## src/rtl/slp_seq_pkg.sv

```systemverilog
// Shared types and constants for the single-layer perceptron training sequencer.
package slp_seq_pkg;

  localparam int EPOCH_W = 16;

  typedef enum logic [1:0] {
    ST_IDLE,
    ST_TRAIN,
    ST_EVAL,
    ST_DONE
  } slp_state_e;

endpackage

```

## src/rtl/slp_train_seq_if.sv

```systemverilog
// Sample write handshake between a sample producer and the training sequencer.
interface slp_train_seq_if #(
  parameter int IN     = 8,
  parameter int I_PREC = 16,
  parameter int O_PREC = 16
);
  logic                         s_valid;
  logic                         s_ready;
  logic [IN-1:0][I_PREC-1:0]    s_in;
  logic [O_PREC-1:0]            s_train;

  modport master (output s_valid, s_in, s_train, input s_ready);
  modport slave  (input s_valid, s_in, s_train, output s_ready);
endinterface

```

## src/rtl/slp_sample_buf.sv

```systemverilog
// Register buffer of training samples: one write port, one combinational read port.
module slp_sample_buf #(
  parameter int IN     = 8,
  parameter int I_PREC = 16,
  parameter int O_PREC = 16,
  parameter int DEPTH  = 16,
  parameter int AW     = (DEPTH > 1) ? $clog2(DEPTH) : 1
) (
  input  logic                      clk,
  input  logic                      wr_en,
  input  logic [AW-1:0]             wr_addr,
  input  logic [IN-1:0][I_PREC-1:0] wr_in,
  input  logic [O_PREC-1:0]         wr_train,
  input  logic [AW-1:0]             rd_addr,
  output logic [IN-1:0][I_PREC-1:0] rd_in,
  output logic [O_PREC-1:0]         rd_train
);

  // No reset: entries beyond the fill count are never read.
  logic [IN-1:0][I_PREC-1:0] mem_in    [DEPTH];
  logic [O_PREC-1:0]         mem_train [DEPTH];

  always_ff @(posedge clk) begin
    if (wr_en) begin
      mem_in[wr_addr]    <= wr_in;
      mem_train[wr_addr] <= wr_train;
    end
  end

  assign rd_in    = mem_in[rd_addr];
  assign rd_train = mem_train[rd_addr];

endmodule

```

## src/rtl/slp_train_seq.sv

```systemverilog
// Perceptron training sequencer: buffers samples, replays them one per cycle per
// epoch, counts misclassifications and decays the learning rate.
//
//   state    | meaning
//   ST_IDLE  | accepting samples, waiting for start
//   ST_TRAIN | presenting buffer[idx] to the perceptron, p_t_en high
//   ST_EVAL  | one cycle to judge the finished epoch
//   ST_DONE  | results held until start or clear
module slp_train_seq
  import slp_seq_pkg::*;
#(
  parameter int IN        = 8,
  parameter int I_PREC    = 16,
  parameter int O_PREC    = 16,
  parameter int R_PREC    = 16,
  parameter int DEPTH     = 16,
  parameter int MAX_EPOCH = 64,
  parameter int DECAY     = 8
) (
  input  logic                          clk,
  input  logic                          reset_,
  slp_train_seq_if.slave                s,
  input  logic                          start,
  input  logic                          clear,
  input  logic [R_PREC-1:0]             rate_init,
  output logic [IN-1:0][I_PREC-1:0]     p_in,
  output logic [O_PREC-1:0]             p_train,
  output logic [R_PREC-1:0]             p_rate,
  output logic                          p_t_en,
  input  logic [O_PREC-1:0]             p_out,
  output logic                          busy,
  output logic                          done,
  output logic                          converged,
  output logic [EPOCH_W-1:0]            epoch,
  output logic [$clog2(DEPTH+1)-1:0]    err_cnt
);

  localparam int CW = $clog2(DEPTH + 1);
  localparam int AW = (DEPTH > 1) ? $clog2(DEPTH) : 1;
  localparam logic [EPOCH_W-1:0] LAST_EPOCH = EPOCH_W'(MAX_EPOCH - 1);
  localparam logic [EPOCH_W-1:0] DECAY_LOAD = (DECAY > 0) ? EPOCH_W'(DECAY - 1) : '0;

  slp_state_e                state;
  logic [CW-1:0]             count;
  logic [AW-1:0]             idx;
  logic [EPOCH_W-1:0]        decay_cnt;
  logic [IN-1:0][I_PREC-1:0] rd_in;
  logic [O_PREC-1:0]         rd_train;
  logic                      wr_fire;
  logic                      last_sample;
  logic                      miss;
  logic                      launch;

  assign s.s_ready   = (state == ST_IDLE) && (count < CW'(DEPTH)) && !start && !clear;
  assign wr_fire     = s.s_valid && s.s_ready;
  assign last_sample = (CW'(idx) == count - CW'(1));
  assign launch      = start && ((state == ST_IDLE) || (state == ST_DONE));

  assign p_in    = p_t_en ? rd_in : '0;
  assign p_train = p_t_en ? rd_train : '0;
  assign miss    = (p_out != p_train);

  slp_sample_buf #(
    .IN     (IN),
    .I_PREC (I_PREC),
    .O_PREC (O_PREC),
    .DEPTH  (DEPTH),
    .AW     (AW)
  ) u_buf (
    .clk      (clk),
    .wr_en    (wr_fire),
    .wr_addr  (count[AW-1:0]),
    .wr_in    (s.s_in),
    .wr_train (s.s_train),
    .rd_addr  (idx),
    .rd_in    (rd_in),
    .rd_train (rd_train)
  );

  always_ff @(posedge clk) begin
    if (!reset_) begin
      state     <= ST_IDLE;
      count     <= '0;
      idx       <= '0;
      epoch     <= '0;
      err_cnt   <= '0;
      p_rate    <= '0;
      decay_cnt <= '0;
      p_t_en    <= 1'b0;
      busy      <= 1'b0;
      done      <= 1'b0;
      converged <= 1'b0;
    end else if (clear) begin
      state     <= ST_IDLE;
      count     <= '0;
      idx       <= '0;
      p_t_en    <= 1'b0;
      busy      <= 1'b0;
      done      <= 1'b0;
      converged <= 1'b0;
    end else if (launch) begin
      idx       <= '0;
      epoch     <= '0;
      err_cnt   <= '0;
      converged <= 1'b0;
      if (count != '0) begin
        state     <= ST_TRAIN;
        p_rate    <= rate_init;
        decay_cnt <= DECAY_LOAD;
        p_t_en    <= 1'b1;
        busy      <= 1'b1;
        done      <= 1'b0;
      end else begin
        state <= ST_DONE;
        done  <= 1'b1;
      end
    end else begin
      case (state)
        ST_IDLE: begin
          if (wr_fire) count <= count + CW'(1);
        end
        ST_TRAIN: begin
          if (miss) err_cnt <= err_cnt + CW'(1);
          if (last_sample) begin
            state  <= ST_EVAL;
            idx    <= '0;
            p_t_en <= 1'b0;
          end else begin
            idx <= idx + AW'(1);
          end
        end
        ST_EVAL: begin
          if (err_cnt == '0 || epoch == LAST_EPOCH) begin
            state     <= ST_DONE;
            busy      <= 1'b0;
            done      <= 1'b1;
            converged <= (err_cnt == '0);
          end else begin
            state   <= ST_TRAIN;
            epoch   <= epoch + EPOCH_W'(1);
            idx     <= '0;
            err_cnt <= '0;
            p_t_en  <= 1'b1;
            // Halve every DECAY epochs; a rate of 1 stays 1, and 0 stays 0.
            if (DECAY > 0) begin
              if (decay_cnt == '0) begin
                decay_cnt <= DECAY_LOAD;
                if (p_rate > R_PREC'(1)) p_rate <= p_rate >> 1;
              end else begin
                decay_cnt <= decay_cnt - EPOCH_W'(1);
              end
            end
          end
        end
        ST_DONE: begin
        end
        default: state <= ST_IDLE;
      endcase
    end
  end

endmodule

```

## src/flat_wrapper.sv

```systemverilog
// flat-port wrapper written by rule: the top's interface ports become plain ports
module slp_train_seq_flat import slp_seq_pkg::*;
#(
  parameter int IN        = 8,
  parameter int I_PREC    = 16,
  parameter int O_PREC    = 16,
  parameter int R_PREC    = 16,
  parameter int DEPTH     = 16,
  parameter int MAX_EPOCH = 64,
  parameter int DECAY     = 8
)
  (clk, reset_, start, clear, rate_init, p_in, p_train, p_rate, p_t_en, p_out, busy, done, converged, epoch, err_cnt, s_s_valid, s_s_in, s_s_train, s_s_ready);
  slp_train_seq_if #(.IN(IN), .I_PREC(I_PREC), .O_PREC(O_PREC)) s_i ();
  input  logic clk;
  input  logic reset_;
  input  logic start;
  input  logic clear;
  input  logic [R_PREC-1:0] rate_init;
  output logic [IN-1:0][I_PREC-1:0] p_in;
  output logic [O_PREC-1:0] p_train;
  output logic [R_PREC-1:0] p_rate;
  output logic p_t_en;
  input  logic [O_PREC-1:0] p_out;
  output logic busy;
  output logic done;
  output logic converged;
  output logic [EPOCH_W-1:0] epoch;
  output logic [$clog2(DEPTH+1)-1:0] err_cnt;
  input wire logic [$bits(s_i.s_valid)-1:0] s_s_valid;
  input wire logic [$bits(s_i.s_in)-1:0] s_s_in;
  input wire logic [$bits(s_i.s_train)-1:0] s_s_train;
  output wire logic [$bits(s_i.s_ready)-1:0] s_s_ready;
  assign s_i.s_valid = s_s_valid;
  assign s_i.s_in = s_s_in;
  assign s_i.s_train = s_s_train;
  assign s_s_ready = s_i.s_ready;
  slp_train_seq #(.IN(IN), .I_PREC(I_PREC), .O_PREC(O_PREC), .R_PREC(R_PREC), .DEPTH(DEPTH), .MAX_EPOCH(MAX_EPOCH), .DECAY(DECAY)) u_core (.clk(clk), .reset_(reset_), .s(s_i), .start(start), .clear(clear), .rate_init(rate_init), .p_in(p_in), .p_train(p_train), .p_rate(p_rate), .p_t_en(p_t_en), .p_out(p_out), .busy(busy), .done(done), .converged(converged), .epoch(epoch), .err_cnt(err_cnt));
endmodule
```

## config.mk

```make
export PLATFORM = sky130hd
export DESIGN_NAME = slp_train_seq_flat
export DESIGN_NICKNAME = d
export VERILOG_FILES = /design/src/rtl/slp_seq_pkg.sv /design/src/rtl/slp_train_seq_if.sv /design/src/rtl/slp_sample_buf.sv /design/src/rtl/slp_train_seq.sv /design/src/flat_wrapper.sv
export SDC_FILE = /design/constraint.sdc
export NUM_CORES = 2
export LEC_CHECK = 0
export CORE_ASPECT_RATIO = 0.6
export CORE_UTILIZATION = 50
export CTS_BUF_LIST = sky130_fd_sc_hd__clkbuf_4 sky130_fd_sc_hd__clkbuf_8 sky130_fd_sc_hd__clkbuf_16
export DETAILED_ROUTE_END_ITERATION = 8
export HOLD_SLACK_MARGIN = 0.08
export PLACE_DENSITY = 0.68
export REMOVE_ABC_BUFFERS = 1
export SYNTH_ARGS = -nofsm -noshare
export SYNTH_HDL_FRONTEND = slang
export SYNTH_SLANG_ARGS = --single-unit
export TNS_END_PERCENT = 5
```

## constraint.sdc

```tcl
create_clock -name clk -period 10.7 [get_ports clk]
set_input_delay 1.07 -clock clk [delete_from_list [all_inputs] [get_ports clk]]
set_output_delay 1.07 -clock clk [all_outputs]
set_load 0.01 [all_outputs]
```

After elaboration in Yosys (flattened, before gate mapping)
Memory sizes are Yosys's and may differ from the RTL's. A register that Yosys moved wholly into a read port is not among the register bits.
Index checks and enable logic that the tools add are counted.
{"block": "totals", "reg_bits": 68, "ramBits": 2304, "output_inout_bits": 186, "elab_cells": 114, "mem_count": 2}
{"memory": "u_core.u_buf.mem_in", "words": 16, "width": 128, "rd": 1, "rd_ports_with_merged_regs": 1, "wr": 1, "line_no": "slp_sample_buf.sv:20", "source": "logic [IN-1:0][I_PREC-1:0] mem_in [DEPTH];"}
{"memory": "u_core.u_buf.mem_train", "words": 16, "width": 16, "rd": 1, "rd_ports_with_merged_regs": 1, "wr": 1, "line_no": "slp_sample_buf.sv:21", "source": "logic [O_PREC-1:0] mem_train [DEPTH];"}
{"block": "classes", "n_reduce_logical": 32, "n_bitwise": 3, "mux": 46, "add_sub_neg": 6, "order_cmp": 2, "eq_ne": 12}
{"cell": "$mux 16", "count": 15}
{"cell": "$mux 128", "count": 1}
{"cell": "$mux 4", "count": 6}
{"cell": "$add 16x1->16 const B", "count": 1}
{"cell": "$eq 16x6->1 const B", "count": 1}
{"cell": "$gt 16x1->1 const B", "count": 1}
{"cell": "$logic_not 16->1", "count": 1}
{"cell": "$ne 16x16->1", "count": 1}
{"cell": "$sub 16x1->16 const B", "count": 1}
{"cell": "$mux 5", "count": 3}
{"cell": "$mux 1", "count": 13}
{"cell": "$reduce_and 4->1", "count": 3}
{"cell": "$add 5x1->5 const B", "count": 2}
{"cell": "$pmux 5 s2", "count": 1}
{"cell": "$reduce_bool 2->1", "count": 5}
{"cell": "$reduce_and 3->1", "count": 3}
{"cell": "$mux 2", "count": 4}
{"cell": "$pmux 4 s2", "count": 1}
{"cell": "$reduce_and 2->1", "count": 4}
{"cell": "$ne 3x1->1 const B", "count": 2}
{"cell": "$reduce_and 6->1", "count": 1}
{"cell": "$eq 4x5->1", "count": 1}
{"cell": "$logic_and 1x1->1", "count": 5}
{"cell": "$logic_not 5->1", "count": 1}
{"cell": "18 further kinds", "count": 24}

Longest topological paths before layout
{"block": "logic_depth", "depth_word": 7, "mapped_depth": 12}

By module
Synthesis repeated with hierarchy kept, for this count alone.
{"block": "hier_totals", "cells_unflattened": 4277, "area_unflattened_um2": 91521.5}
{"mod": "slp_sample_buf", "area_per_inst_um2": 86621.8, "instances": 1, "cells_each": 3641}
{"mod": "slp_train_seq", "area_per_inst_um2": 4899.7, "instances": 1, "cells_each": 636}

Worst setup path before layout
OpenSTA, ideal clock, no wires.
{"block": "synth_timing", "kind": "input to register", "from": "input port start", "to": "memory u_core.u_buf.mem_in[15][0] (netlist name), enable pin", "setup_time_ns": 0.651, "n_path_buf": 1, "t_arrival_ns": 8.259, "t_required_ns": 10.049, "path_stages": 5, "setup_slack_ns": 1.789, "cell_sequence": "nor4b_1 -> and2_1 -> clkbuf_1 -> nand2_1 -> nor2_1"}
{"block": "synth_via", "elab_chain_len": 6}
{"element": "start, declared", "line_no": "flat_wrapper.sv:16", "source": "input logic start;"}
{"element": "$logic_not 1->1", "line_no": "slp_train_seq.sv:54", "source": "assign s.s_ready = (state == ST_IDLE) && (count < CW'(DEPTH)) && !start && !clear;"}
{"element": "$logic_and 1x1->1 (2 in a row)", "line_no": "slp_train_seq.sv:54"}
{"element": "$logic_and 1x1->1", "line_no": "slp_train_seq.sv:55", "source": "assign wr_fire = s.s_valid && s.s_ready;"}
{"element": "$mux 1", "line_no": "slp_sample_buf.sv:24", "source": "if (wr_en) begin"}
{"element": "$mux 1 (not written as such)", "line_no": "slp_sample_buf.sv:25", "source": "mem_in[wr_addr] <= wr_in;"}
{"element": "end, declared", "line_no": "slp_sample_buf.sv:20"}
Every way passes these cells.

==> results.ini <==
[route]
final_antenna_net_count = 0
vias = 42200
vias_per_cell = 6.11
wl_mm = 206
met2_length_mm = 98.6
wl_met1_mm = 88.8
wl_met3_mm = 15.5
drc = 0
wl_per_cell_um = 29.8
initialDrtViolationCount = 4418
top_layer = met5
drt_first_pass_iters = 5

[timing]
fmax_ghz = 0.162
whs_ns = 0.492
hold_viol_final = 0
fin_crit_ns = 6.18
slew-limit-headroom_pct = 14.1
drv_slew = 0
finalCritPeriodShare_pct = 57.7
rsz0062_at_grt = no
setup_violations = 0
clock_skew_ns = 0.0301
worstMarginPinSlew_ns = 1.29
fin_ws_ns = 4.52

[outcome]
outcome = finished, final reports clean

[power]
combPwrFrac_pct = 3.0
p_switching_w = 0.00360
internal_power_w = 0.0148
leakagePower_nw = 31.6
seqPwrFrac_pct = 55.5
powerDensity_mw_per_mm2 = 176
pwr-share-clk_pct = 41.5
switching_share_pct = 19.5
ir_worst_vdd_uv = 145

[synth]
synth-seq-cells = 2376
synth_edf_count = 2304
synth_warnings = 0
synth_flop_cell = edfxtp_1
synth_area_sq_mm = 0.0911
ys_types = 64
ys_seq_area_share_pct = 77.6
synthCells = 3899
synthArstFlopShare_pct = 0
syn_avg_cell_area_sq_um = 23.4

[global_routing]
grt_pass1_vias = 42400
antenna_found_initial = 23
grt_pass1_wl_mm = 300
grt_overflow = 0
grt_max_degree = 154
grt_use_total_pct = 22.4

[die]
die_area_sq_mm = 0.184
ioPinCount = 367
initial_utilization_pct = 50.7
num_rows = 120
die_y_um = 333
die_x_um = 553
core_area_sq_mm = 0.180

[layout]
drive_gt1_share_pct = 25.3
finalInstanceArea_sq_mm = 0.105
layout.nets = 4549
syn_to_final_growth_pct = 15.0
final_core_util_pct = 58.3

[clock_network]
cts_hold_buf = 0
cts_made_buffers = 213
post-cts-setup-buffer-count = 0
clkTransAtPathRegs_ns = 0.06
ctsLongestPathBuffers = 4
cts_tree = built
cts.repair.resized = 0
clk_latency_ns = 0.85
cts.sinks = 2376
cts-root-buf = clkbuf_16
cts_max_level = 4

[critical_path]
end_kind = primary output
worst-path-max-fanout = 44
arrival_ns = 5.11
critPathKind = reg -> out
start_kind = register
worstPathRequired_ns = 9.63

[place]
dp_hpwl_mm = 104
port_buffers = 366
preCtsSetupSlack_ns = 5.23
post_dp_cell_area_sq_mm = 0.0977
gp_congestion = 0.781

[worst_hold_path]
worstHoldPathType = reg -> reg

[flow_run]
drv_cap = 0

synth_stat cells (3+ instances only):
| cell type | count | area share (%) |
|---|---|---|
| buf_1 | 25 | 0.10 |
| a211oi_1 | 7 | 0.058 |
| and3_1 | 8 | 0.055 |
| mux4_2 | 690 | 17 |
| buf_2 | 62 | 0.34 |
| buf_6 | 3 | 0.037 |
| o211a_1 | 15 | 0.16 |
| clkbuf_1 | 109 | 0.45 |
| a31oi_1 | 4 | 0.027 |
| and4_1 | 3 | 0.029 |
| a221oi_1 | 3 | 0.029 |
| dfxtp_1 | 72 | 1.6 |
| a22oi_1 | 12 | 0.099 |
| and3b_1 | 4 | 0.038 |
| o21ai_1 | 5 | 0.027 |
| nor4_1 | 8 | 0.055 |
| inv_1 | 15 | 0.062 |
| buf_4 | 3 | 0.025 |
| nand2_1 | 74 | 0.31 |
| nand3b_1 | 4 | 0.033 |
| a22o_1 | 3 | 0.029 |
| o21ai_0 | 9 | 0.049 |
| nand4_1 | 7 | 0.048 |
| or4_1 | 5 | 0.041 |
| nor3_1 | 6 | 0.033 |
| edfxtp_1 | 2304 | 76 |
| nor2b_1 | 13 | 0.089 |
| and2_1 | 132 | 0.91 |
| mux2i_1 | 48 | 0.53 |
| a41oi_1 | 3 | 0.029 |
| or3_1 | 3 | 0.021 |
| nand3_1 | 26 | 0.14 |
| xnor2_1 | 15 | 0.14 |
| xor2_1 | 28 | 0.27 |
| nor3b_1 | 6 | 0.049 |
| o2bb2ai_1 | 4 | 0.038 |
| a21oi_1 | 18 | 0.099 |
| nand2b_1 | 10 | 0.069 |
| ha_1 | 14 | 0.19 |
| nor2_1 | 83 | 0.34 |
| o22ai_1 | 9 | 0.062 |
worst paths after layout:
| path | startpoint | to | slack, ns | depth (start not counted) |
|---|---|---|---|---|
| worst max-delay path | register | p_in[25] | 4.52 | 6 |
| worst min-delay path | u_core.decay_cnt[0] | u_core.decay_cnt[0] | 0.49 | 1 |
| worst max register to register | register | u_core.err_cnt[0] | 5.56 | 9 |
| worst min register to register | u_core.decay_cnt[0] | u_core.decay_cnt[0] | 0.49 | 1 |
layer usage:
metal  vias to the layer above  track usage (%)
met5                         -                0
met1                     22900             33.8
met4                        16             4.11
met2                      1638             35.0
met3                       226             4.06
li1                      17500                -
cells by family after synthesis:
| group | count (synthesis) | share of synthesized area (%) |
|---|---|---|
| buf+inv | 219 | 1.02 |
| flops | 2376 | 77.6 |
| fa+ha+maj | 14 | 0.192 |
| compound gates | 110 | 0.894 |
| xor+xnor | 43 | 0.414 |
| mux | 738 | 17.6 |
| simple gates | 399 | 2.32 |
registers in the layout (all words and copies together) (netlist names), 2 cells and up, named ones only:
name / cells
u_core.idx: 4
u_core.decay_cnt: 16
u_core.u_buf.mem_in: 2048
u_core.epoch: 16
u_core.p_rate: 16
u_core.count: 5
u_core.u_buf.mem_train: 256
u_core.err_cnt: 5
u_core.state: 2
metrics by stage:
| stage | std cells | total power [W] | setup TNS [ns] |
|---|---|---|---|
| 6_report | 6908 | 0.0184 | 0 |
| 5_1_grt | 6901 | 0.0189 | 0 |
| 2_1_floorplan | 3697 | 0.0109 | -2286.69 |
| 3_3_place_gp | 6518 | 0.0110 | 0 |
| 3_5_place_dp | 6518 | 0.0110 | 0 |
| 4_1_cts | 6893 | 0.0186 | 0 |
cell type report:
type / instances / area, sq um
Inverter: 17 / 63.8
Timing Repair Buffer: 442 / 4410
Fill cell: 12700 / 74900
Clock inverter: 107 / 1110
Antenna cell: 15 / 37.5
Tap cell: 2379 / 2980
Clock buffer: 268 / 5830
Multi-Input combinational cell: 1304 / 19600
Sequential cell: 2376 / 70600
critical path, stage by stage (launching register included):
cell,delay (ns)
dfxtp_4,0.76
buf_4,0.76
buf_4,0.84
mux4_2,0.61
mux4_2,0.47
and2_1,0.28
clkdlybuf4s50_1,0.52
placed cells by master (no fill, tap or decap), types with 8 or more instances in the layout:
cell / synthesis / routed
clkinvlp_4: 0 / 10
mux4_2: 690 / 690
clkbuf_4: 0 / 48
nor2_4: 0 / 16
and3_1: 8 / 8
buf_4: 3 / 62
and2_1: 132 / 132
dfxtp_1: 72 / 67
a21oi_1: 18 / 18
clkinv_2: 0 / 42
bufinv_16: 0 / 21
nor4_1: 8 / 8
clkdlybuf4s50_1: 0 / 366
xnor2_1: 15 / 15
nor2_1: 83 / 67
clkbuf_16: 0 / 217
ha_1: 14 / 14
nor2b_1: 13 / 13
nand3_1: 26 / 26
inv_1: 15 / 15
mux2i_1: 48 / 48
nand2b_1: 10 / 10
o211a_1: 15 / 15
diode_2: 0 / 15
nand2_1: 74 / 74
a22oi_1: 12 / 12
xor2_1: 28 / 28
clkinv_1: 1 / 28
o21ai_0: 9 / 9
o22ai_1: 9 / 9
buf_12: 0 / 14
edfxtp_1: 2304 / 2304
power groups by stage:
stage	registers [W]	logic [W]	clock network (W)
2_1_floorplan	0.0105	0.000388	0
3_3_place_gp	0.0104	0.000543	0
3_5_place_dp	0.0104	0.000554	0
4_1_cts	0.0102	0.000555	0.00777
5_1_grt	0.0102	0.000593	0.00811
6_report	0.0102	0.000549	0.00765
(Power assumes the default switching activity.)
